[src/rtl/au_add_pipe.sv]
// Pipelined adder/subtractor: WIDTH-bit add split into NS carry-chained
// segments, one per register stage, under a single global advance.
module au_add_pipe #(
  parameter int WIDTH  = 16,
  parameter int STAGES = 4,
  parameter int ARCH   = 0
) (
  input  logic             clk,
  input  logic             rst,
  input  logic             in_valid,
  output logic             in_ready,
  input  logic [WIDTH-1:0] a,
  input  logic [WIDTH-1:0] b,
  input  logic             ci,
  input  logic             sub,
  output logic             out_valid,
  input  logic             out_ready,
  output logic [WIDTH-1:0] s,
  output logic             co,
  output logic             ov
);

  localparam int SEG = (WIDTH + STAGES - 1) / STAGES;
  localparam int NS  = (WIDTH + SEG - 1) / SEG;
  localparam int W1  = WIDTH + 1;

  typedef logic [WIDTH-1:0] word_t;

  if (WIDTH < 1 || STAGES < 1 || STAGES > WIDTH ||
      ARCH < 0 || ARCH > 2) begin : g_bad_params
    $error("au_add_pipe: illegal WIDTH/STAGES/ARCH");
  end

  logic  vld_q [NS];
  word_t a_q   [NS];
  word_t b_q   [NS];
  word_t s_q   [NS];
  logic  c_q   [NS];
  logic  ov_q;

  word_t ia [NS];
  word_t ib [NS];
  word_t is [NS];
  logic  ic [NS];
  logic  iv [NS];
  word_t s_d [NS];
  logic  c_d [NS];
  logic  ov_d;
  logic  adv;

  word_t       m;
  logic [W1-1:0] t;
  logic [W1-1:0] cm;
  int          top;

  // Stage inputs: stage 0 takes prepared operands, later stages the skew regs
  always_comb begin
    adv   = !vld_q[NS-1] || out_ready;
    ia[0] = a;
    ib[0] = sub ? ~b : b;
    ic[0] = sub ^ ci;
    is[0] = '0;
    iv[0] = in_valid && adv;
    for (int k = 1; k < NS; k++) begin
      ia[k] = a_q[k-1];
      ib[k] = b_q[k-1];
      ic[k] = c_q[k-1];
      is[k] = s_q[k-1];
      iv[k] = vld_q[k-1];
    end
  end

  always_comb begin
    m    = '0;
    t    = '0;
    cm   = '0;
    top  = 0;
    ov_d = 1'b0;
    for (int k = 0; k < NS; k++) begin
      top = (k + 1) * SEG;
      if (top > WIDTH) top = WIDTH;
      for (int i = 0; i < WIDTH; i++)
        m[i] = (i >= k * SEG) && (i < top);
      t = {1'b0, ia[k] & m} + {1'b0, ib[k] & m}
        + (W1'(ic[k]) << (k * SEG));
      cm     = W1'(1) << top;
      s_d[k] = (is[k] & ~m) | (t[WIDTH-1:0] & m);
      c_d[k] = |(t & cm);
    end
    // carry into MSB recovered as a^b^s at that bit
    ov_d = c_d[NS-1] ^ ia[NS-1][WIDTH-1]
         ^ ib[NS-1][WIDTH-1] ^ s_d[NS-1][WIDTH-1];
  end

  always_ff @(posedge clk) begin
    if (rst) begin
      for (int k = 0; k < NS; k++) begin
        vld_q[k] <= 1'b0;
        a_q[k]   <= '0;
        b_q[k]   <= '0;
        s_q[k]   <= '0;
        c_q[k]   <= 1'b0;
      end
      ov_q <= 1'b0;
    end else if (adv) begin
      for (int k = 0; k < NS; k++) begin
        vld_q[k] <= iv[k];
        a_q[k]   <= ia[k];
        b_q[k]   <= ib[k];
        s_q[k]   <= s_d[k];
        c_q[k]   <= c_d[k];
      end
      ov_q <= ov_d;
    end
  end

  assign in_ready  = adv;
  assign out_valid = vld_q[NS-1];
  assign s         = s_q[NS-1];
  assign co        = c_q[NS-1];
  assign ov        = ov_q;

endmodule

[config.mk]
export PLATFORM = sky130hd
export DESIGN_NAME = au_add_pipe
export DESIGN_NICKNAME = d
export VERILOG_FILES = /design/src/rtl/au_add_pipe.sv
export SDC_FILE = /design/constraint.sdc
export NUM_CORES = 1
export LEC_CHECK = 0
export ABC_AREA = 1
export CAP_MARGIN = 40
export CORE_MARGIN = 8
export CORE_UTILIZATION = 40
export CTS_BUF_LIST = sky130_fd_sc_hd__clkbuf_8
export DETAILED_ROUTE_END_ITERATION = 7
export GPL_TIMING_DRIVEN = 0
export SLEW_MARGIN = 20
export SYNTH_ARGS = -nofsm -noshare
export SYNTH_HDL_FRONTEND = slang
export SYNTH_SLANG_ARGS = --single-unit
[constraint.sdc]
create_clock -name clk -period 6.62 [get_ports clk]
set_clock_uncertainty 0.1 [all_clocks]
set_input_delay 0.662 -clock clk [delete_from_list [all_inputs] [get_ports clk]]
set_output_delay 0.662 -clock clk [all_outputs]
set_load 0.02 [all_outputs]
==> reports/qor.csv <==
metric;value;unit
worst setup margin;3963;ps
Yosys cell types;18;
worst reg2reg path endpoint;ov;
pre-CTS setup slack;3952;ps
Startpoint Class;primary input;
I/O Buffers;56;
Net Sw Power;349.5;uW
WP data required;5860;ps
clock buffer depth;2;
CP Cell Sequence;clkdlybuf4s50_1, nor2_4, inv_1, clkdlybuf4s50_1;
H-tree levels;3;
PD cells;220.3;nW/um^2
gate count of the mapped netlist;401;
Final Instance Count excl. Fillers;646;
HP Class;reg -> reg;
nets;536;
Worst Path Class, Setup;in -> out;
Syn. warnings;0;
register share of total power;0.546;
Synthesized Nets;468;
status;completed;
num rows;41;
Logic pwr share;0.172;
GRT Resource Usage Total;0.1022;
total wire length;7.951;mm
register area share after synthesis;0.5624;
Synth area leader;edfxtp_1;
CP Capture Type;output port;
first-pass GRT wire length;13.13;mm
Residual DRC;0;
#FFs+latches synth;97;
min-delay src;ov;
post-synth top area share;0.5585;
Switching Fraction;0.2573;
Final Hold Fails;0;
largest net degree at the start of global routing;54;
Mapped Area;5161;um^2
async set-or-reset flop fraction in the synthesized netlist;0;
ANT cells;0;
leakage power;0.002472;uW
Root Buffer;clkbuf_8;
ys flop type;edfxtp_1;
Power, Total;1358;uW
FF-to-FF Start;c_q[2];
reg2reg setup slack;4380;ps
worst-path fanout max;4;
most common cell in the netlist;inv_1;
post-layout util;0.4886;
final cycle utilization of the critical path;0.4014;
count of final setup violators;0;
remaining antenna violation count;0;
Hold Path Depth;2;
total gr overflow;0;
Avg Vias per Cell;4.080;
Cell Count Post-Placement;630;
Reg2Reg Depth;14;
Boundary Pins;58;
Die Y;129.6;um
hold endpoint;ov;
arrival time worst endpoint;1900;ps
post-CTS setup buffers;0;
Initial DRT Pass Iterations;4;
Area Growth Syn to Fin;19.47;%
final worst path period need;2657;ps
die area;16790;um^2
clock-pin slew on the worst setup and hold paths;90;ps
hold buffer count at CTS;0;
main area contributors after synthesis;edfxtp_1 (56%), nor2_4 (16%), inv_1 (7.3%);
initial DRC count;182;
Initial Util;0.4090;
CTS Sinks;97;
CTS tree;built;
Final Max Slew Viols;0;
cts repair resizes;0;
crit-path max cell delay;530;ps
Max IR drop VDD;0.0001021;V
slew of the pin with the lowest slew margin;614.5;ps
syn_area_per_cell;12.87;um^2
Die W;129.6;um
initial antenna violation count;0;
vias in the first global route;2771;
max_slew headroom;0.5903;
RSZ-0062 raised after global routing;no;
Max Cap Viol;0;
power share of the clock group;0.282;
commonest cells in the netlist;inv_1 (100), edfxtp_1 (96), nor2_4 (72);
CTS buffer count;9;
Cell Int Power;1009;uW
dpl hpwl;5.700;mm
wire length per cell;12.31;um
latest clock arrival within the worst-skew pair;370;ps
CP max-delay cell;clkdlybuf4s50_1;
layout cells sized above 1;0.2152;
core footprint;12620;um^2
most used cell, CP;clkdlybuf4s50_1;
Routability Congestion;0.7368;
Final TNS setup;0;ps
Post-synth EDFFs;96;
FMAX;0.3763;GHz
via count;2636;
## worst max path at each step
stage / start / endpoint / slack (ps)
6_report: out_ready / in_ready / 3960
5_1_grt: out_ready / in_ready / 3920
4_1_cts: out_ready / in_ready / 3940
2_1_floorplan: out_ready / a_q[0][10] / 3230
3_3_place_gp: out_ready / b_q[0][7] / 1790
3_5_place_dp: out_ready / in_ready / 3950
## placed cells by master (no fill, tap or decap), types with 2 or more instances in the layout
master           Yosys  layout
a21oi_1              8       8
buf_12               8       8
buf_2                2       2
buf_4                2       2
clkbuf_8             0       9
clkdlybuf4s50_1      0      56
clkinvlp_4           0       3
edfxtp_1            96      96
fa_1                 8       8
ha_1                21      21
inv_1              100     100
nand2_1             25      24
nand3_1              9       9
nor2_1              24      24
nor2_4              72      72
o21ai_0              4       4
xnor2_1             16      16
xor2_1               3       3
## power by group through the flow
stage          Combinational, uW  Sequential (uW)  Clock [uW]
4_1_cts                      239              742         395
3_5_place_dp                 238              756           0
3_3_place_gp                 233              756           0
6_report                     234              741         383
2_1_floorplan                161              764           0
5_1_grt                      260              747         413
## cell type report
class | instances | area (um^2)
Fill cell | 1157 | 6454
Sequential cell | 97 | 2903
Multi-Input combinational cell | 191 | 1702
Timing Repair Buffer | 57 | 588.1
Inverter | 101 | 379.1
Tap cell | 172 | 215.2
Buffer | 12 | 185.2
Clock buffer | 9 | 123.9
Clock inverter | 7 | 70.07
## cell families after synthesis
| kind of cell | after synthesis | share of synthesized area |
|---|---|---|
| compound gates | 12 | 0.01164 |
| xor+xnor | 19 | 0.03224 |
| fa+ha+maj | 29 | 0.08194 |
| buf+inv | 113 | 0.1093 |
| flops | 97 | 0.5624 |
| simple gates | 131 | 0.2024 |
## flip-flops by register name (all words and copies together), names as in the netlist
| register | flops |
|---|---|
| a_q | 24 |
| s_q | 40 |
| b_q | 24 |
| c_q | 4 |
| vld_q | 4 |
| ov | 1 |
## worst max-delay path, delay by kind of cell
family	cells	cell delay, ps
and+or+nand+nor	1	200
buffers and inverters	3	1020
## per-stage QoR
| stage | cell area, um^2 | hold slack, ps |
|---|---|---|
| 5_1_grt | 6166 | 403.3 |
| 6_report | 6166 | 377.5 |
| 3_3_place_gp | 5937 | 366.7 |
| 2_1_floorplan | 5161 | 419.2 |
| 3_5_place_dp | 5972 | 372.4 |
| 4_1_cts | 6166 | 386.7 |
## layer usage
layer / share of wire / GRT usage / routed length (um)
met1: 0.47 / 0.1233 / 3713
met2: 0.47 / 0.1691 / 3750
met3: 0.042 / 0.01890 / 337
met5: 0 / 0 / 0
met4: 0.019 / 0.05806 / 149
(Power assumes the default switching activity.)
==> RTL change (same flow settings) <==
Change the parameter `WIDTH` from 16 to 8.
--- a/src/rtl/au_add_pipe.sv
+++ b/src/rtl/au_add_pipe.sv
@@ -3,3 +3,3 @@
 module au_add_pipe #(
-  parameter int WIDTH  = 16,
+  parameter int WIDTH  = 8,
   parameter int STAGES = 4,
Ports: changed (resized a, b and s); port bits go from 58 to 34. The function was not compared with the original's and may differ.
==> RTL change against the original RTL <==
Sequential cell count is 44 lower. Critical path type unchanged. First-iteration DRC count shrank 75%. Area after synthesis decreased by 53%. Cell area down 52%. Wire length down 59%. Worst setup slack gained 0.037 ns. Total power is 52% lower. Critical endpoint unchanged.
==> RTL change: results <==
group,metric,value,unit
placement,dpl_worst_slack,4.00,ns
global_routing,grt_pass1_vias,1340,
yosys,synth_compound_area_share,0.206,%
clock_network,clock_sinks,53,
layout,multi_input_gates,80,
status,status,"complete, no violations",
clock_network,cts_buffers,5,
global_routing,grt_max_degree,53,
detailed_routing,avgViaCountPerCell,4.10,
placement,placed_cell_area,2860,µm²
setup_path,cp_data_arrival_time,1.86,ns
power_and_ir_drop,p_leak,1.21,nW
yosys,synth_edf_count,52,
layout,instances_no_fill,313,
yosys,syn_nets,230,
sta,tightest_slew,0.659,ns
setup_path,worst-path-max-fanout,3,
setup_path,reg2reg_slack,4.83,ns
yosys,synth-adder-area-share,7.40,%
detailed_routing,first_pass_iters,2,
layout,buffers_excl_clock,38,
global_routing,grt_pass1_wl,5740,µm
power_and_ir_drop,vdd_drop_max,0.103,mV
layout,multi_input_area_share,19.2,%
yosys,synth_commonest_cells,"58 x inv_1, 52 x edfxtp_1, 42 x nor2_1",
layout,largestRegisters,"s_q x20, a_q x12, b_q x12",
placement,dp_hpwl,2170,µm
layout,clock_area_share,2.60,%
sta,hold_slack,0.385,ns
yosys,yosysSeqAreaShare,65.0,%
RTL change: cell types whose count changed in the layout (fill, tap and decap cells not counted), sizes merged, moves of 8 or more:
cell / before / now
edfxtp: 96 / 52
nand3: 9 / 1
inv: 102 / 61
xnor2: 16 / 8
clkdlybuf4s50: 56 / 32
nor2: 96 / 52
ha: 21 / 0
nand2: 25 / 8
RTL change: kinds of logic after synthesis:
| logic type | after synthesis |
|---|---|
| AO/OA/AOI/OAI | 1 |
| adder cells (fa/ha/maj) | 9 |
| XOR/XNOR | 9 |
| flip-flops | 53 |
| AND/OR/NAND/NOR | 61 |
| buffers and inverters | 66 |
RTL change: layer usage:
metal | share of wire (%) | global-route usage [%] | up-vias
met5 | 0 | 0 | -
met4 | 2.2 | 4.36 | 0
met3 | 7.4 | 2.72 | 5
met2 | 49 | 15.3 | 35
met1 | 41 | 8.27 | 577
li1 | - | - | 665
RTL change: worst max-delay path: stages:
cell             delay [ns]
clkdlybuf4s50_1        0.47
inv_2                  0.05
nand2_4                0.07
clkdlybuf4s50_1        0.61
RTL change: final timing paths:
check	start	cells past startpoint	endpoint
max	out_ready	4	in_ready
min	ov$_SDFFE_PP0N_	2	ov$_SDFFE_PP0N_
max reg2reg	c_q[2]$_SDFFCE_PN0P_	6	s_q[3][7]$_SDFFCE_PN0P_
min reg2reg	ov$_SDFFE_PP0N_	2	ov$_SDFFE_PP0N_
RTL change: power breakdown:
group / internal (mW) / leakage, nW / switching, mW
combinational: 0.0428 / 0.546 / 0.0450
clock: 0.0700 / 0.0428 / 0.0959
sequential: 0.397 / 0.626 / 0.00673
total: 0.509 / 1.21 / 0.148
